--- config.mk ---
export PLATFORM = sky130hd
export DESIGN_NAME = card_display_scan
export DESIGN_NICKNAME = d
export VERILOG_FILES = /design/src/rtl/card_disp_pkg.sv /design/src/rtl/glyph_decode.sv /design/src/rtl/card_display_scan.sv
export SDC_FILE = /design/constraint.sdc
export NUM_CORES = 1
export LEC_CHECK = 0
export CORE_MARGIN = 5
export CORE_UTILIZATION = 40
export CTS_CLUSTER_SIZE = 25
export DETAILED_ROUTE_END_ITERATION = 7
export PLACE_DENSITY = 0.55
export SLEW_MARGIN = 20
export SYNTH_ARGS = -nofsm -noshare
export SYNTH_HDL_FRONTEND = slang
export SYNTH_SLANG_ARGS = --single-unit
--- constraint.sdc ---
create_clock -name clk_in -period 7.9 [get_ports clk_in]
set_input_delay 1.185 -clock clk_in [delete_from_list [all_inputs] [get_ports clk_in]]
set_output_delay 1.185 -clock clk_in [all_outputs]
set_load 0.005 [all_outputs]
--- src/rtl/card_disp_pkg.sv ---
// Shared types and glyph constants for the card display scanner.
package card_disp_pkg;

  typedef enum logic [1:0] {
    HEX   = 2'b00,
    SUIT  = 2'b01,
    RANK  = 2'b10,
    BLANK = 2'b11
  } mode_e;

  localparam int unsigned DIGIT_W = 6;

  // Active-high {g,f,e,d,c,b,a} glyphs
  localparam logic [6:0] SUIT_DIAMOND = 7'b1011110;
  localparam logic [6:0] SUIT_HEART   = 7'b1110100;
  localparam logic [6:0] SUIT_CLUB    = 7'b1011000;
  localparam logic [6:0] SUIT_SPADE   = 7'b1101101;
  localparam logic [6:0] RANK_ACE     = 7'b1110111;
  localparam logic [6:0] RANK_TEN     = 7'b0111111;
  localparam logic [6:0] RANK_JACK    = 7'b0011110;
  localparam logic [6:0] RANK_QUEEN   = 7'b1100111;
  localparam logic [6:0] RANK_KING    = 7'b1110110;
  localparam logic [6:0] RANK_DASH    = 7'b1000000;
  localparam logic [6:0] GLYPH_BLANK  = 7'b0000000;

  // Digit word that renders blank: mode 11, value 0
  localparam logic [DIGIT_W-1:0] BLANK_DIGIT = 6'b11_0000;

  function automatic logic [6:0] hex_glyph(input logic [3:0] v);
    logic [6:0] g;
    g = GLYPH_BLANK;
    unique case (v)
      4'h0: g = 7'h3F;
      4'h1: g = 7'h06;
      4'h2: g = 7'h5B;
      4'h3: g = 7'h4F;
      4'h4: g = 7'h66;
      4'h5: g = 7'h6D;
      4'h6: g = 7'h7D;
      4'h7: g = 7'h07;
      4'h8: g = 7'h7F;
      4'h9: g = 7'h6F;
      4'hA: g = 7'h77;
      4'hB: g = 7'h7C;
      4'hC: g = 7'h39;
      4'hD: g = 7'h5E;
      4'hE: g = 7'h79;
      4'hF: g = 7'h71;
    endcase
    return g;
  endfunction

endpackage

--- src/rtl/glyph_decode.sv ---
// Combinational {mode, value} -> active-high gfedcba glyph.
module glyph_decode
  import card_disp_pkg::*;
(
  input  mode_e       mode,
  input  logic [3:0]  value,
  output logic [6:0]  glyph
);

  // Decode the glyph for the selected mode
  always_comb begin
    glyph = GLYPH_BLANK;
    unique case (mode)
      HEX:  glyph = hex_glyph(value);
      SUIT: begin
        unique case (value[1:0])
          2'b00: glyph = SUIT_DIAMOND;
          2'b01: glyph = SUIT_HEART;
          2'b10: glyph = SUIT_CLUB;
          2'b11: glyph = SUIT_SPADE;
        endcase
      end
      RANK: begin
        case (value)
          4'd1:                                        glyph = RANK_ACE;
          4'd2, 4'd3, 4'd4, 4'd5, 4'd6, 4'd7, 4'd8, 4'd9: glyph = hex_glyph(value);
          4'd10:                                       glyph = RANK_TEN;
          4'd11:                                       glyph = RANK_JACK;
          4'd12:                                       glyph = RANK_QUEEN;
          4'd13:                                       glyph = RANK_KING;
          default:                                     glyph = RANK_DASH;
        endcase
      end
      BLANK: glyph = GLYPH_BLANK;
    endcase
  end

endmodule

--- src/rtl/card_display_scan.sv ---
// Multiplexed seven-segment scanner with frame-synchronous double buffer, blink and dead time.
module card_display_scan
  import card_disp_pkg::*;
#(
  parameter int unsigned NUM_DIGITS     = 8,
  parameter int unsigned REFRESH_CYCLES = 100000,
  parameter int unsigned DEAD_CYCLES    = 500,
  parameter int unsigned BLINK_FRAMES   = 250
) (
  input  logic                          clk_in,
  input  logic                          rst_in,
  input  logic [DIGIT_W*NUM_DIGITS-1:0] data_in,
  input  logic [NUM_DIGITS-1:0]         blink_in,
  input  logic                          load_in,
  output logic [6:0]                    cat_out,
  output logic [NUM_DIGITS-1:0]         an_out,
  output logic                          frame_done
);

  localparam int unsigned SlotW  = (REFRESH_CYCLES > 1) ? $clog2(REFRESH_CYCLES) : 1;
  localparam int unsigned IdxW   = (NUM_DIGITS > 1) ? $clog2(NUM_DIGITS) : 1;
  localparam int unsigned BlinkW = (BLINK_FRAMES > 1) ? $clog2(BLINK_FRAMES) : 1;
  localparam int unsigned BufW   = DIGIT_W * NUM_DIGITS;

  logic [SlotW-1:0]      slot_q, slot_d;
  logic [IdxW-1:0]       idx_q, idx_d;
  logic [BlinkW-1:0]     bcnt_q, bcnt_d;
  logic                  phase_q, phase_d;
  logic [BufW-1:0]       pend_q, pend_d, act_q, act_d;
  logic [NUM_DIGITS-1:0] pblk_q, pblk_d, ablk_q, ablk_d;
  logic [NUM_DIGITS-1:0] an_q, an_d;
  logic [6:0]            cat_q, cat_d;
  logic                  fd_q;

  logic                  slot_wrap, boundary;
  logic [DIGIT_W-1:0]    cur_digit;
  logic                  cur_blink;
  logic [6:0]            cur_glyph;

  assign slot_wrap = (slot_q == SlotW'(REFRESH_CYCLES - 1));
  assign boundary  = slot_wrap && (idx_q == IdxW'(NUM_DIGITS - 1));

  // Select the active digit word and blink bit for the current index
  always_comb begin
    cur_digit = BLANK_DIGIT;
    cur_blink = 1'b0;
    for (int i = 0; i < NUM_DIGITS; i++) begin
      if (idx_q == IdxW'(i)) begin
        cur_digit = act_q[i*DIGIT_W +: DIGIT_W];
        cur_blink = ablk_q[i];
      end
    end
  end

  glyph_decode u_glyph_decode (
    .mode  (mode_e'(cur_digit[5:4])),
    .value (cur_digit[3:0]),
    .glyph (cur_glyph)
  );

  // Next-state for counters, buffers and output registers
  always_comb begin
    slot_d  = slot_wrap ? '0 : slot_q + 1'b1;
    idx_d   = idx_q;
    bcnt_d  = bcnt_q;
    phase_d = phase_q;
    pend_d  = load_in ? data_in : pend_q;
    pblk_d  = load_in ? blink_in : pblk_q;
    act_d   = act_q;
    ablk_d  = ablk_q;
    if (slot_wrap) begin
      idx_d = boundary ? '0 : idx_q + 1'b1;
    end
    if (boundary) begin
      // A load landing on the boundary bypasses pending so it shows this frame
      act_d  = load_in ? data_in : pend_q;
      ablk_d = load_in ? blink_in : pblk_q;
      if (bcnt_q == BlinkW'(BLINK_FRAMES - 1)) begin
        bcnt_d  = '0;
        phase_d = ~phase_q;
      end else begin
        bcnt_d = bcnt_q + 1'b1;
      end
    end
    an_d  = (slot_q < SlotW'(DEAD_CYCLES)) ? '1 : ~(NUM_DIGITS'(1) << idx_q);
    cat_d = (cur_blink && phase_q) ? 7'h7F : ~cur_glyph;
  end

  // State and registered outputs
  always_ff @(posedge clk_in or posedge rst_in) begin
    if (rst_in) begin
      slot_q  <= '0;
      idx_q   <= '0;
      bcnt_q  <= '0;
      phase_q <= 1'b0;
      pend_q  <= {NUM_DIGITS{BLANK_DIGIT}};
      act_q   <= {NUM_DIGITS{BLANK_DIGIT}};
      pblk_q  <= '0;
      ablk_q  <= '0;
      an_q    <= '1;
      cat_q   <= '1;
      fd_q    <= 1'b0;
    end else begin
      slot_q  <= slot_d;
      idx_q   <= idx_d;
      bcnt_q  <= bcnt_d;
      phase_q <= phase_d;
      pend_q  <= pend_d;
      act_q   <= act_d;
      pblk_q  <= pblk_d;
      ablk_q  <= ablk_d;
      an_q    <= an_d;
      cat_q   <= cat_d;
      fd_q    <= boundary;
    end
  end

  assign an_out     = an_q;
  assign cat_out    = cat_q;
  assign frame_done = fd_q;

endmodule

[Word level (Yosys, flattened, before mapping)]
Memory sizes are Yosys's and may differ from the RTL's.
Cells that the tools add are included.
Word-level totals
  flip-flop bits (word level): 157
  bits in read-only memories: 224
  memories: 2
Operators by class
  add/subtract/negate cells: 3
  magnitude comparators: 1
  equality and inequality tests: 28
  shift operators: 1
  multiplexer cells: 26
  bitwise gates (word level): 3
  reduce and logical (&&, ||, !) cells: 7
Memory list
  (no name shown): words 16, width 7, rd ports 1, clocked after Yosys merged registers in 0, wr ports 0, RTL line card_disp_pkg.sv:32  | unique case (v)
  (no name shown): words 16, width 7, rd ports 1, clocked after Yosys merged registers in 0, wr ports 0, RTL line card_disp_pkg.sv:32
Operators by type and width (count)
  7-bit one-hot mux with 4 select lines: 2
  48-bit 2-to-1 mux: 1
  6-bit 2-to-1 mux: 8
  7-bit one-hot mux with 6 select lines: 1
  4-bit == test (second input constant): 6
  8-bit 2-to-1 mux: 3
  17-bit by 1-bit adder with 17-bit output (second input constant): 1
  17-bit == test (second input constant): 1
  17-bit by 9-bit < comparator with 1-bit output (second input constant): 1
  17-bit 2-to-1 mux: 1
  4-bit by 3-bit == test with 1-bit output (second input constant): 4
  3-bit == test (second input constant): 4
  8-bit by 1-bit adder with 8-bit output (second input constant): 1
  2-bit == test (second input constant): 4
  4-bit by 2-bit == test with 1-bit output (second input constant): 2
  8-bit == test (second input constant): 1
  1-bit 2-to-1 mux: 8
  8-bit NOT: 1
  8-bit OR reduction: 1
  1-bit by 3-bit left shift with 8-bit output (first input constant): 1
  7-bit 2-to-1 mux: 1
  7-bit NOT: 1
  3-bit by 2-bit == test with 1-bit output (second input constant): 2
  2-bit by 1-bit == test with 1-bit output (second input constant): 2
  other kinds (9): 11

[Logic depth before layout (Yosys ltp)]
Gate-level depths: netlist (run 1).
  depth in word-level cells: 15
  depth in mapped cells: 17
  mapped depth without buffers: 14

[By module]
From an unflattened synthesis (run 1), not the netlist that was laid out.
Second synthesis, totals
  cells, all modules: 640
  area total of the unflattened synthesis: 7434.6 um2
By module, submodules not included
  card_display_scan: times used 1, cells an instance 551, area an instance 6819.0 um2, sequential area each 3987.6 um2
  glyph_decode: times used 1, cells an instance 89, area an instance 615.6 um2, sequential area each 0.0 um2

[Worst setup path before layout (run 1)]
Ideal clock, no wire load.
  path kind: register -> register
  from: reg idx_q[0]
  to: reg cat_q[1] (netlist: cat_out[1])
  data arrival time: 3.089 ns
  required time: 7.814 ns
  path slack: 4.725 ns
  cell stages (with the launch flop): 16
  path through: dfrtp_1 > inv_1 > ha_1 > buf_2 > buf_2 > buf_2 > o31ai_1 > a31oi_1 > a32oi_1 > inv_1 > ha_1 > clkbuf_1 > a211o_1 > a31oi_4 > nor3_2 > o31ai_2
Between the ends
  cells in the longest elaborated chain, start to end: 15
  elaborated cells on any way between the ends: 54
  those cells by class: eq/ne: 26; mux: 20; bitwise: 1; reduce/logical: 5; memory: 2
Ends and longest elaborated chain
  from (decl): RTL line card_display_scan.sv:26  | logic [IdxW-1:0] idx_q, idx_d;
  from (signal assigned): RTL line card_display_scan.sv:105  | idx_q <= idx_d;
  branches (longest 14 deep; another with memory 16 x 7 bit)
  7-bit 2-to-1 mux *: RTL line card_display_scan.sv:86  | cat_d = (cur_blink && phase_q) ? 7'h7F : ~cur_glyph;
  via cat_d[1]: RTL line card_display_scan.sv:32  | logic [6:0] cat_q, cat_d;
  to (signal assigned): RTL line card_display_scan.sv:113  | cat_q <= cat_d;
  to (decl): RTL line card_display_scan.sv:32
Mark *: on every way through the listed nets, which the timed path passes. The select of a mux whose other input is x is not followed.
A chain may end at the register's enable or synchronous reset.

[Worst setup path after layout (run 1)]
  from: reg idx_q[2]
  to: reg cat_q[0] (netlist: cat_out[0])
Same word-level chain as after synthesis.

==> results of run 1 <==
-- synthesized netlist by cell type, types with 3 or more instances --
master / count
sky130_fd_sc_hd__dfrtp_1: 110
sky130_fd_sc_hd__mux2_2: 105
sky130_fd_sc_hd__nand2_1: 57
sky130_fd_sc_hd__dfstp_2: 47
sky130_fd_sc_hd__nor2_1: 32
sky130_fd_sc_hd__o21ai_0: 28
sky130_fd_sc_hd__a21oi_1: 25
sky130_fd_sc_hd__inv_1: 22
sky130_fd_sc_hd__buf_2: 18
sky130_fd_sc_hd__clkbuf_1: 15
sky130_fd_sc_hd__ha_1: 15
sky130_fd_sc_hd__nand3_1: 15
sky130_fd_sc_hd__xor2_1: 11
sky130_fd_sc_hd__o211ai_1: 8
sky130_fd_sc_hd__nand2b_1: 7
sky130_fd_sc_hd__nand3b_1: 7
sky130_fd_sc_hd__nand4_1: 6
sky130_fd_sc_hd__o31ai_1: 6
sky130_fd_sc_hd__xnor2_1: 6
sky130_fd_sc_hd__a31oi_1: 5
sky130_fd_sc_hd__nor2b_1: 5
sky130_fd_sc_hd__nor3_1: 5
sky130_fd_sc_hd__or3_1: 5
sky130_fd_sc_hd__a221oi_1: 4
sky130_fd_sc_hd__and2_1: 4
sky130_fd_sc_hd__nor3b_1: 4
sky130_fd_sc_hd__o31a_1: 4
sky130_fd_sc_hd__a211oi_1: 3
sky130_fd_sc_hd__a221o_1: 3
sky130_fd_sc_hd__a22oi_1: 3
sky130_fd_sc_hd__a32oi_1: 3
sky130_fd_sc_hd__o221ai_1: 3
sky130_fd_sc_hd__or4_1: 3
-- cell type report --
| cell class | instances | area share [%] |
|---|---|---|
| Multi-Input combinational cell | 421 | 35.8 |
| Tap cell | 229 | 3.21 |
| Sequential cell | 157 | 44.6 |
| Clock buffer | 18 | 4.80 |
| Clock inverter | 14 | 1.71 |
| Timing Repair Buffer | 81 | 8.87 |
| Inverter | 23 | 1.02 |
-- worst paths after layout --
check	slack, ns	to
worst min-delay path	0.46	slot_q[0]
worst max-delay path	3.93	cat_out[0]
worst max register to register	3.93	cat_out[0]
max in group asynchronous	5.53	act_q[14]
worst min register to register	0.46	slot_q[0]
min in group asynchronous	1.23	pend_q[19]
-- registers in the layout, summed over array words and instances, names as in the netlist, 7 cells and up --
register,flops
slot_q,17
pend_q,48
ablk_q,8
cat_out,7
pblk_q,8
bcnt_q,8
act_q,48
an_out,8
-- worst max-delay path, cell delays in order, from the launching register on --
cell and delay (ns):
sky130_fd_sc_hd__dfrtp_1 0.72, sky130_fd_sc_hd__inv_2 0.19, sky130_fd_sc_hd__ha_1 0.43, sky130_fd_sc_hd__nor2_1 0.24
sky130_fd_sc_hd__o211ai_1 0.12, sky130_fd_sc_hd__a32oi_1 0.58, sky130_fd_sc_hd__inv_1 0.18, sky130_fd_sc_hd__ha_1 0.37
sky130_fd_sc_hd__or3_1 0.48, sky130_fd_sc_hd__a31oi_4 0.26, sky130_fd_sc_hd__nor3b_1 0.09, sky130_fd_sc_hd__o221ai_1 0.22
-- per-stage QoR --
step	util, %	cells
6_report	49.2	943
2_1_floorplan	-	637
3_3_place_gp	46.0	911
5_1_grt	49.2	943
3_5_place_dp	46.0	911
4_1_cts	49.2	943
-- logic make-up after synthesis --
group | synth area share, %
xor+xnor | 2.00
fa+ha+maj | 2.52
compound gates | 10.7
flops | 53.6
mux | 16.6
simple gates | 11.1
buf+inv | 3.43
-- power by group --
part           total, mW  switching (mW)  internal (mW)
Clock              0.807           0.361          0.446
Sequential         0.845         0.00665          0.839
Combinational     0.0925          0.0408         0.0517
-- routing by layer --
layer | vias up | global-route usage, % | part of all wire, %
li1 | 2406 | - | -
met1 | 2554 | 23.5 | 47
met2 | 122 | 27.4 | 48
met3 | 25 | 4.00 | 3.8
met4 | 0 | 4.94 | 1.7
met5 | - | 0 | 0
==> flow_results.xml, run 1 <==
<?xml version="1.0" encoding="UTF-8"?>
<metrics>
  <group name="run_status">
    <metric name="status" unit="">finished clean</metric>
  </group>
  <group name="logic_synthesis">
    <metric name="asyncSetResetFlopFracSynth" unit="%">100</metric>
    <metric name="synthesized_net_count" unit="">711</metric>
    <metric name="avgSynthCellArea" unit="um2">11.7</metric>
    <metric name="synth-edff-count" unit="">0</metric>
    <metric name="synth.ff_latch_count" unit="">157</metric>
    <metric name="ys_types" unit="">68</metric>
    <metric name="mappedNetlistArea" unit="mm2">0.00744</metric>
    <metric name="synth_seq_area_share" unit="%">53.6</metric>
    <metric name="netlist.area_leader.share" unit="%">37.0</metric>
    <metric name="yosys.area.top_type" unit="">sky130_fd_sc_hd__dfrtp_1</metric>
    <metric name="synth_top_cells_by_area" unit="">sky130_fd_sc_hd__dfrtp_1, sky130_fd_sc_hd__dfstp_2, sky130_fd_sc_hd__mux2_2</metric>
    <metric name="synth_warnings" unit="">0</metric>
    <metric name="synth_cells" unit="">637</metric>
    <metric name="ys.flop_type" unit="">sky130_fd_sc_hd__dfrtp_1</metric>
  </group>
  <group name="place">
    <metric name="placement.setup.worst_slack" unit="ns">4.01</metric>
    <metric name="portBuffers" unit="">74</metric>
    <metric name="postPlaceCellArea" unit="mm2">0.00835</metric>
    <metric name="final_weighted_congestion_of_routability_driven_global_placement" unit="">0.829</metric>
    <metric name="hpwl" unit="mm">12.4</metric>
  </group>
  <group name="sta">
    <metric name="relSlewSlack" unit="%">32.8</metric>
    <metric name="final.setup_skew" unit="ns">0.0169</metric>
    <metric name="finalWorstSetupSlack" unit="ns">3.93</metric>
    <metric name="final-hold-violation-count" unit="">0</metric>
    <metric name="tightest_slew" unit="ns">1.01</metric>
    <metric name="max_freq" unit="MHz">252</metric>
    <metric name="report.final.slew_viol_count" unit="">0</metric>
    <metric name="final_period_minus_worst_setup_slack" unit="ns">3.97</metric>
    <metric name="timing.final.crit_share" unit="%">50.3</metric>
    <metric name="grt_setup_unrepaired" unit="">false</metric>
    <metric name="fin_tns_setup" unit="ns">0</metric>
    <metric name="holdWs" unit="ns">0.458</metric>
    <metric name="final-setup-viol-count" unit="">0</metric>
  </group>
  <group name="critical_path">
    <metric name="timing.critical_path.from_type" unit="">flip-flop</metric>
    <metric name="cp_max_fo" unit="">18</metric>
    <metric name="endpoint_kind" unit="">flip-flop</metric>
    <metric name="cp_data_arrival_time" unit="ns">4.31</metric>
    <metric name="crit-reg2reg-launch" unit="">idx_q[2]</metric>
    <metric name="crit_required" unit="ns">8.24</metric>
    <metric name="rr_worst_depth" unit="">11</metric>
    <metric name="path_class" unit="">flip-flop to flip-flop</metric>
    <metric name="worstSetupStartpoint" unit="">idx_q[2]</metric>
  </group>
  <group name="detailed_routing">
    <metric name="wl_per_cell" unit="um">18.8</metric>
    <metric name="drt_iter0_markers" unit="">379</metric>
    <metric name="wl" unit="mm">17.7</metric>
    <metric name="post_drt_via_cell_ratio" unit="">5.42</metric>
    <metric name="post_route_drc" unit="">0</metric>
    <metric name="drtPass1Iterations" unit="">5</metric>
    <metric name="antenna_violating_nets_post_route" unit="">0</metric>
    <metric name="routed_via_count" unit="">5107</metric>
  </group>
  <group name="floorplan">
    <metric name="placeableCoreArea" unit="mm2">0.0181</metric>
    <metric name="die_height" unit="um">146</metric>
    <metric name="floorplan.io_pins" unit="">75</metric>
    <metric name="die-width" unit="um">146</metric>
    <metric name="placementRows" unit="">49</metric>
    <metric name="dieArea" unit="mm2">0.0214</metric>
    <metric name="floorplan.initialDensity" unit="%">41.0</metric>
  </group>
  <group name="global_route">
    <metric name="globalRouteOverflowTotal" unit="">0</metric>
    <metric name="grt_antenna_before_repair" unit="">0</metric>
    <metric name="grt_pass1_wl" unit="mm">29.4</metric>
    <metric name="grt_start_max_net_pins" unit="">81</metric>
    <metric name="via_count_of_the_first_global_routing_pass" unit="">5403</metric>
    <metric name="grt.total_usage" unit="%">17.2</metric>
  </group>
  <group name="power">
    <metric name="power.density" unit="mW/mm2">195</metric>
    <metric name="leakage" unit="nW">3.73</metric>
    <metric name="ir_worst_vdd" unit="uV">148</metric>
    <metric name="fin_total_pwr" unit="mW">1.74</metric>
  </group>
  <group name="finish">
    <metric name="design.final.nets" unit="">775</metric>
    <metric name="total_area_of_sequential_cells" unit="mm2">0.00399</metric>
    <metric name="finish.instance_area" unit="mm2">0.00893</metric>
    <metric name="drive_gt1_share" unit="%">28.2</metric>
    <metric name="multi_input_area" unit="mm2">0.00319</metric>
    <metric name="fillerInstances" unit="">1616</metric>
    <metric name="mostFrequentLayoutCell" unit="">sky130_fd_sc_hd__dfrtp_1</metric>
    <metric name="insertedDiodeCount" unit="">0</metric>
    <metric name="final_cell_mix" unit="">sky130_fd_sc_hd__dfrtp_1, sky130_fd_sc_hd__mux2_2, sky130_fd_sc_hd__clkdlybuf4s50_1</metric>
    <metric name="area.growth.synth_to_final" unit="%">20.1</metric>
  </group>
  <group name="clocking">
    <metric name="cts_tree" unit="">built</metric>
    <metric name="ctsHoldBuffers" unit="">0</metric>
    <metric name="numClockSinks" unit="">157</metric>
    <metric name="clk_pin_slew_worst_paths" unit="ns">0.07</metric>
    <metric name="cts.htree.levels" unit="">4</metric>
    <metric name="insertion_delay" unit="ns">0.43</metric>
    <metric name="cts-resized-gates" unit="">0</metric>
    <metric name="ctsLongestPathBuffers" unit="">2</metric>
    <metric name="postCtsSetupBuffers" unit="">0</metric>
    <metric name="cts.root.buffer_cell" unit="">sky130_fd_sc_hd__clkbuf_16</metric>
    <metric name="numCtsBuffers" unit="">17</metric>
  </group>
  <group name="hold_path">
    <metric name="worstHoldStart" unit="">slot_q[0]</metric>
    <metric name="hold-path-cell-count" unit="">1</metric>
    <metric name="hp-class" unit="">flip-flop to flip-flop</metric>
  </group>
  <group name="flow_run">
    <metric name="number_of_maximum_capacitance_constraint_violations" unit="">0</metric>
  </group>
</metrics>
No activity file was read; power rests on OpenSTA's default activity.
==> inputs of run 2 (changes only) <==
Clock period 7.9 ns to 3.9 ns, I/O delays scaled along.
==> run 2 against run 1 <==
- first-iteration DRC count decreased by 30%
- register-to-register slack got worse by 3.5 ns
- sequential power increased by 100%
- critical endpoint is now cat_out[1]
- largest cell class unchanged
==> flow_results.xml, run 2 (synthesized netlist as in run 1, its figures left out) <==
<?xml version="1.0" encoding="UTF-8"?>
<metrics>
  <group name="run_status">
    <metric name="status" unit="">finished clean</metric>
  </group>
  <group name="finish">
    <metric name="multi_input_area" unit="mm2">0.00320</metric>
    <metric name="area.growth.synth_to_final" unit="%">21.9</metric>
    <metric name="total_area_of_sequential_cells" unit="mm2">0.00399</metric>
    <metric name="fillerInstances" unit="">1643</metric>
    <metric name="insertedDiodeCount" unit="">0</metric>
    <metric name="reg.largest.list" unit="">act_q: 48 flops, pend_q: 48 flops, slot_q: 17 flops</metric>
    <metric name="mostFrequentLayoutCell" unit="">sky130_fd_sc_hd__dfrtp_1</metric>
    <metric name="drive_gt1_share" unit="%">29.4</metric>
    <metric name="final_cell_mix" unit="">sky130_fd_sc_hd__dfrtp_1, sky130_fd_sc_hd__mux2_2, sky130_fd_sc_hd__clkdlybuf4s50_1</metric>
    <metric name="design.final.nets" unit="">786</metric>
    <metric name="instances_no_fill" unit="">954</metric>
  </group>
  <group name="critical_path">
    <metric name="reg_to_reg_setup_timing_slack" unit="ns">0.38</metric>
    <metric name="timing.critical_path.from_type" unit="">flip-flop</metric>
    <metric name="cp_max_fo" unit="">18</metric>
    <metric name="crit_required" unit="ns">4.21</metric>
    <metric name="path_class" unit="">flip-flop to flip-flop</metric>
    <metric name="cp_data_arrival_time" unit="ns">3.83</metric>
    <metric name="rr_worst_depth" unit="">13</metric>
    <metric name="endpoint_kind" unit="">flip-flop</metric>
    <metric name="regToRegEndpoint" unit="">cat_out[1]</metric>
    <metric name="crit-reg2reg-launch" unit="">idx_q[0]</metric>
  </group>
  <group name="detailed_routing">
    <metric name="wl" unit="mm">17.3</metric>
    <metric name="wl_per_cell" unit="um">18.1</metric>
    <metric name="drtPass1Iterations" unit="">5</metric>
    <metric name="antenna_violating_nets_post_route" unit="">0</metric>
    <metric name="drt_iter0_markers" unit="">266</metric>
    <metric name="post_drt_via_cell_ratio" unit="">5.41</metric>
    <metric name="post_route_drc" unit="">0</metric>
    <metric name="routed_via_count" unit="">5163</metric>
  </group>
  <group name="clocking">
    <metric name="ctsHoldBuffers" unit="">0</metric>
    <metric name="postCtsSetupBuffers" unit="">0</metric>
    <metric name="numClockSinks" unit="">157</metric>
    <metric name="cts.htree.levels" unit="">4</metric>
    <metric name="ctsLongestPathBuffers" unit="">2</metric>
    <metric name="numCtsBuffers" unit="">17</metric>
    <metric name="cts_tree" unit="">built</metric>
    <metric name="cts.root.buffer_cell" unit="">sky130_fd_sc_hd__clkbuf_16</metric>
    <metric name="insertion_delay" unit="ns">0.42</metric>
    <metric name="clk_pin_slew_worst_paths" unit="ns">0.06</metric>
  </group>
  <group name="sta">
    <metric name="timing.final.crit_share" unit="%">90.1</metric>
    <metric name="final-setup-viol-count" unit="">0</metric>
    <metric name="tightest_slew" unit="ns">0.841</metric>
    <metric name="fin_tns_setup" unit="ns">0</metric>
    <metric name="holdWs" unit="ns">0.417</metric>
    <metric name="max_freq" unit="MHz">284</metric>
    <metric name="grt_setup_unrepaired" unit="">false</metric>
    <metric name="final-hold-violation-count" unit="">0</metric>
    <metric name="final.setup_skew" unit="ns">0.0140</metric>
    <metric name="final_period_minus_worst_setup_slack" unit="ns">3.52</metric>
    <metric name="relSlewSlack" unit="%">43.9</metric>
    <metric name="finalWorstSetupSlack" unit="ns">0.385</metric>
    <metric name="report.final.slew_viol_count" unit="">0</metric>
  </group>
  <group name="place">
    <metric name="hpwl" unit="mm">12.7</metric>
    <metric name="placement.setup.worst_slack" unit="ns">0.334</metric>
    <metric name="final_weighted_congestion_of_routability_driven_global_placement" unit="">0.890</metric>
    <metric name="dp.cells" unit="">922</metric>
    <metric name="portBuffers" unit="">74</metric>
  </group>
  <group name="power">
    <metric name="power.density" unit="mW/mm2">400</metric>
    <metric name="power.internal" unit="mW">2.86</metric>
    <metric name="relative_contribution_of_sequential_cells_to_total_power" unit="%">47.2</metric>
    <metric name="combinationalPowerShare" unit="%">5.4</metric>
    <metric name="leakage" unit="nW">3.81</metric>
    <metric name="pwr-share-clk" unit="%">47.4</metric>
    <metric name="switching_power" unit="mW">0.770</metric>
    <metric name="swShare" unit="%">21.2</metric>
    <metric name="ir_worst_vdd" unit="uV">289</metric>
  </group>
  <group name="global_route">
    <metric name="via_count_of_the_first_global_routing_pass" unit="">5424</metric>
    <metric name="grt_pass1_wl" unit="mm">29.0</metric>
    <metric name="grt.total_usage" unit="%">16.8</metric>
    <metric name="grt_start_max_net_pins" unit="">70</metric>
    <metric name="grt_antenna_before_repair" unit="">0</metric>
    <metric name="globalRouteOverflowTotal" unit="">0</metric>
  </group>
  <group name="floorplan">
    <metric name="floorplan.io_pins" unit="">75</metric>
    <metric name="dieArea" unit="mm2">0.0214</metric>
    <metric name="die-width" unit="um">146</metric>
    <metric name="floorplan.initialDensity" unit="%">41.0</metric>
    <metric name="placeableCoreArea" unit="mm2">0.0181</metric>
    <metric name="die_height" unit="um">146</metric>
    <metric name="placementRows" unit="">49</metric>
  </group>
  <group name="flow_run">
    <metric name="number_of_maximum_capacitance_constraint_violations" unit="">0</metric>
  </group>
  <group name="hold_path">
    <metric name="hp-class" unit="">input port to asynchronous set/reset pin</metric>
  </group>
</metrics>
-- run 2: cell count changes in the layout (fill, tap and decap cells not counted) --
cell                         delta
sky130_fd_sc_hd__bufinv_16      +2
sky130_fd_sc_hd__a32oi_2        +1
sky130_fd_sc_hd__buf_12         +1
sky130_fd_sc_hd__inv_8          -4
sky130_fd_sc_hd__clkinvlp_4     -2
sky130_fd_sc_hd__buf_6          -1
sky130_fd_sc_hd__inv_6          +1
sky130_fd_sc_hd__o21ai_0        +1
sky130_fd_sc_hd__buf_4         +11
sky130_fd_sc_hd__clkbuf_8       +2
sky130_fd_sc_hd__clkinv_2       +2
sky130_fd_sc_hd__o21ai_1        -1
sky130_fd_sc_hd__a32oi_1        -1
sky130_fd_sc_hd__clkinv_8       -1
-- run 2: per-layer routing --
layer | routed length, um | track usage (%)
met5 | 0 | 0
met2 | 8230 | 26.9
met4 | 374 | 5.88
met1 | 8100 | 22.6
met3 | 603 | 3.81
-- run 2: timing repair --
| action | in CTS | in global routing |
|---|---|---|
| hold endpoints to repair | 0 | 0 |
| setup endpoints to repair | 0 | 2 |
| gates resized for setup | 0 | 1 |
-- run 2: final cells by class --
cell class / instances / area share [%]
Clock buffer: 20 / 5.04
Inverter: 23 / 0.994
Sequential cell: 157 / 44.0
Multi-Input combinational cell: 421 / 35.3
Clock inverter: 12 / 1.73
Tap cell: 229 / 3.16
Timing Repair Buffer: 92 / 9.75
-- run 2: how the worst max path moves through the flow --
stage | start | end | slack (ns)
6_report | idx_q[0] | cat_out[1] | 0.38
5_1_grt | idx_q[0] | cat_out[1] | 0.09
4_1_cts | idx_q[0] | cat_out[0] | 0.29
3_5_place_dp | idx_q[0] | cat_out[0] | 0.33
3_3_place_gp | idx_q[0] | cat_out[1] | 0.52
2_1_floorplan | idx_q[0] | cat_out[1] | 0.73
-- run 2: power by group through the flow --
stage	registers, mW	logic (mW)	clock network [mW]
after detailed placement	1.74	0.201	0
after floorplan	1.74	0.104	0
final	1.71	0.195	1.72
after global placement	1.74	0.196	0
after global routing	1.72	0.217	1.83
after CTS	1.71	0.202	1.77
-- run 2: through the flow --
step | power (mW) | utilization, % | cell area [um2]
after floorplan | 1.84 | - | 7440
after global placement | 1.94 | 46.5 | 8440
after detailed placement | 1.94 | 46.5 | 8440
after CTS | 3.68 | 49.9 | 9050
after global routing | 3.76 | 49.9 | 9060
final | 3.63 | 49.9 | 9060
-- run 2: worst max-delay path, cell delays in order, from the launching register on --
cell                      delay (ns)
sky130_fd_sc_hd__dfrtp_1        0.40
sky130_fd_sc_hd__inv_1          0.12
sky130_fd_sc_hd__ha_1           0.61
sky130_fd_sc_hd__a21oi_1        0.09
sky130_fd_sc_hd__a21oi_1        0.19
sky130_fd_sc_hd__nor3_1         0.08
sky130_fd_sc_hd__a221o_1        0.43
sky130_fd_sc_hd__inv_1          0.15
sky130_fd_sc_hd__ha_1           0.52
sky130_fd_sc_hd__inv_1          0.19
sky130_fd_sc_hd__mux2i_1        0.20
sky130_fd_sc_hd__o22ai_1        0.13
sky130_fd_sc_hd__o21ai_0        0.23
sky130_fd_sc_hd__o31ai_2        0.08
==> inputs of run 3 (changes only) <==
Settings changed: REMOVE_ABC_BUFFERS set to 1.
==> run 3 against run 2 <==
- non-clock buffer count down 2
- die area stayed put
- routed wire length is 0.87% lower
- critical path depth is the same
- clock power is essentially flat
- final area fell by 0.15%
- largest power group unchanged
==> flow_results.xml, run 3 (synthesized netlist as in run 1, its figures left out) <==
<?xml version="1.0" encoding="UTF-8"?>
<metrics>
  <group name="sta">
    <metric name="relSlewSlack" unit="%">40.4</metric>
    <metric name="final-hold-violation-count" unit="">0</metric>
    <metric name="final.setup_skew" unit="ns">0.0116</metric>
    <metric name="timing.final.crit_share" unit="%">91.7</metric>
    <metric name="final-setup-viol-count" unit="">0</metric>
    <metric name="grt_setup_unrepaired" unit="">false</metric>
    <metric name="final_period_minus_worst_setup_slack" unit="ns">3.57</metric>
    <metric name="max_freq" unit="MHz">280</metric>
    <metric name="tightest_slew" unit="ns">0.887</metric>
    <metric name="report.final.slew_viol_count" unit="">0</metric>
  </group>
  <group name="global_route">
    <metric name="via_count_of_the_first_global_routing_pass" unit="">5383</metric>
    <metric name="globalRouteOverflowTotal" unit="">0</metric>
    <metric name="grt_antenna_before_repair" unit="">0</metric>
    <metric name="grt_start_max_net_pins" unit="">72</metric>
    <metric name="grt_most_used_layer" unit="">met2</metric>
    <metric name="grt_use_met2" unit="%">27.0</metric>
    <metric name="grt.total_usage" unit="%">16.5</metric>
    <metric name="grt_use_met3" unit="%">4.28</metric>
    <metric name="grt_pass1_wl" unit="mm">28.5</metric>
    <metric name="global_route.usage.met1" unit="%">21.9</metric>
  </group>
  <group name="finish">
    <metric name="multi_input_area" unit="mm2">0.00319</metric>
    <metric name="design.final.nets" unit="">784</metric>
    <metric name="fillerInstances" unit="">1644</metric>
    <metric name="mostFrequentLayoutCell" unit="">sky130_fd_sc_hd__dfrtp_1</metric>
    <metric name="area.growth.synth_to_final" unit="%">21.7</metric>
    <metric name="reg.largest.list" unit="">act_q: 48 flops, pend_q: 48 flops, slot_q: 17 flops</metric>
    <metric name="finish.instance_area" unit="mm2">0.00905</metric>
    <metric name="drive_gt1_share" unit="%">29.2</metric>
    <metric name="final_cell_mix" unit="">sky130_fd_sc_hd__dfrtp_1, sky130_fd_sc_hd__mux2_2, sky130_fd_sc_hd__clkdlybuf4s50_1</metric>
    <metric name="insertedDiodeCount" unit="">0</metric>
    <metric name="total_area_of_sequential_cells" unit="mm2">0.00399</metric>
  </group>
  <group name="detailed_routing">
    <metric name="wl" unit="mm">17.2</metric>
    <metric name="post_drt_via_cell_ratio" unit="">5.26</metric>
    <metric name="drtPass1Iterations" unit="">4</metric>
    <metric name="wl_per_cell" unit="um">18.0</metric>
    <metric name="post_route_drc" unit="">0</metric>
    <metric name="drt_iter0_markers" unit="">257</metric>
    <metric name="routed_via_count" unit="">5005</metric>
    <metric name="antenna_violating_nets_post_route" unit="">0</metric>
  </group>
  <group name="hold_path">
    <metric name="worstHoldStart" unit="">phase_q</metric>
    <metric name="hp-class" unit="">flip-flop to flip-flop</metric>
    <metric name="min_delay_worst_endpoint" unit="">phase_q</metric>
    <metric name="hold-path-cell-count" unit="">1</metric>
  </group>
  <group name="critical_path">
    <metric name="worst_path_max_delay_cell" unit="">sky130_fd_sc_hd__ha_1</metric>
    <metric name="cp_data_arrival_time" unit="ns">3.89</metric>
    <metric name="crit_required" unit="ns">4.22</metric>
    <metric name="path_class" unit="">flip-flop to flip-flop</metric>
    <metric name="crit-reg2reg-launch" unit="">idx_q[1]</metric>
    <metric name="cp_max_fo" unit="">23</metric>
    <metric name="critical_path.cell_chain" unit="">inv_1 -&gt; ha_1 -&gt; a21oi_1 -&gt; a21oi_1 -&gt; nor3_1 -&gt; a221o_1 -&gt; inv_1 -&gt; ha_1 -&gt; inv_1 -&gt; mux2i_1 -&gt; o22ai_1 -&gt; o21ai_0 -&gt; o31ai_2</metric>
    <metric name="endpoint_kind" unit="">flip-flop</metric>
    <metric name="worst_path_largest_cell_delay" unit="ns">0.62</metric>
    <metric name="timing.critical_path.depth" unit="">13</metric>
    <metric name="critical_path.n_buffers_inverters" unit="">3</metric>
    <metric name="crit_family" unit="">compound AO/OA/AOI/OAI gates</metric>
    <metric name="regToRegEndpoint" unit="">cat_out[1]</metric>
    <metric name="worstSetupStartpoint" unit="">idx_q[1]</metric>
    <metric name="timing.critical_path.from_type" unit="">flip-flop</metric>
    <metric name="reg_to_reg_setup_timing_slack" unit="ns">0.33</metric>
    <metric name="path_common_cell" unit="">sky130_fd_sc_hd__inv_1</metric>
    <metric name="rr_worst_depth" unit="">13</metric>
  </group>
  <group name="clocking">
    <metric name="cts-resized-gates" unit="">0</metric>
    <metric name="numClockSinks" unit="">157</metric>
    <metric name="ctsLongestPathBuffers" unit="">2</metric>
    <metric name="postCtsSetupBuffers" unit="">0</metric>
    <metric name="cts.htree.levels" unit="">4</metric>
    <metric name="cts.root.buffer_cell" unit="">sky130_fd_sc_hd__clkbuf_16</metric>
    <metric name="insertion_delay" unit="ns">0.42</metric>
    <metric name="cts_tree" unit="">built</metric>
    <metric name="numCtsBuffers" unit="">17</metric>
    <metric name="clk_pin_slew_worst_paths" unit="ns">0.06</metric>
    <metric name="ctsHoldBuffers" unit="">0</metric>
  </group>
  <group name="power">
    <metric name="relative_contribution_of_sequential_cells_to_total_power" unit="%">47.1</metric>
    <metric name="swShare" unit="%">21.8</metric>
    <metric name="leakage" unit="nW">3.80</metric>
    <metric name="power.density" unit="mW/mm2">402</metric>
    <metric name="combinationalPowerShare" unit="%">5.2</metric>
    <metric name="fin_total_pwr" unit="mW">3.64</metric>
    <metric name="ir_worst_vdd" unit="uV">287</metric>
    <metric name="switching_power" unit="mW">0.793</metric>
    <metric name="pwr-share-clk" unit="%">47.7</metric>
    <metric name="power.internal" unit="mW">2.84</metric>
  </group>
  <group name="floorplan">
    <metric name="dieArea" unit="mm2">0.0214</metric>
    <metric name="floorplan.initialDensity" unit="%">41.0</metric>
    <metric name="die-width" unit="um">146</metric>
    <metric name="placeableCoreArea" unit="mm2">0.0181</metric>
    <metric name="floorplan.io_pins" unit="">75</metric>
    <metric name="placementRows" unit="">49</metric>
    <metric name="die_height" unit="um">146</metric>
  </group>
  <group name="place">
    <metric name="postPlaceCellArea" unit="mm2">0.00843</metric>
    <metric name="hpwl" unit="mm">12.0</metric>
    <metric name="final_weighted_congestion_of_routability_driven_global_placement" unit="">0.819</metric>
    <metric name="portBuffers" unit="">74</metric>
  </group>
  <group name="flow_run">
    <metric name="number_of_maximum_capacitance_constraint_violations" unit="">0</metric>
  </group>
  <group name="run_status">
    <metric name="status" unit="">finished clean</metric>
  </group>
</metrics>
## run 3: cell count changes in the layout (fill, tap and decap cells not counted)
cell,before,now
sky130_fd_sc_hd__inv_8,0,2
sky130_fd_sc_hd__clkbuf_1,1,0
sky130_fd_sc_hd__buf_4,17,15
sky130_fd_sc_hd__clkinv_2,3,2
sky130_fd_sc_hd__a32oi_1,2,3
sky130_fd_sc_hd__clkinv_4,1,2
sky130_fd_sc_hd__clkbuf_8,2,1
sky130_fd_sc_hd__a32oi_2,1,0
## run 3: power by group through the flow
stage / combinational, mW / clock (mW) / sequential [mW]
3_5_place_dp: 0.196 / 0 / 1.74
2_1_floorplan: 0.0948 / 0 / 1.74
3_3_place_gp: 0.193 / 0 / 1.74
4_1_cts: 0.198 / 1.78 / 1.71
5_1_grt: 0.211 / 1.84 / 1.72
6_report: 0.191 / 1.74 / 1.71
## run 3: routing by layer
metal / wire (um) / vias to the layer above
li1: - / 2427
met3: 734 / 15
met5: 0 / -
met2: 8250 / 99
met1: 7940 / 2464
met4: 227 / 0
## run 3: per-stage QoR
| stage | setup WS [ns] | setup TNS, ns | util (%) | std cells | hold WS, ns |
|---|---|---|---|---|---|
| 3_5_place_dp | 0.373 | 0 | 46.4 | 920 | 0.457 |
| 5_1_grt | 0.0194 | 0 | 49.9 | 952 | 0.500 |
| 4_1_cts | 0.371 | 0 | 49.9 | 952 | 0.467 |
| 3_3_place_gp | 0.538 | 0 | 46.4 | 920 | 0.450 |
| 6_report | 0.326 | 0 | 49.9 | 952 | 0.467 |
| 2_1_floorplan | -0.842 | -92.63 | - | 601 | 0.433 |
## run 3: worst max-delay path by stage
stage | end | slack [ns]
after floorplan | ablk_q[0] | -0.84
after global placement | cat_out[1] | 0.54
after detailed placement | cat_out[1] | 0.37
after CTS | cat_out[1] | 0.37
after global routing | cat_out[1] | 0.02
final | cat_out[1] | 0.33
## run 3: layout make-up
cell class	instances	share of cell area, %
clock inverters	14	2.00
multi-input cells	421	35.3
inverters	23	1.01
flip-flops and latches	157	44.1
repair buffers	90	9.60
well taps	229	3.17
clock buffers	18	4.85
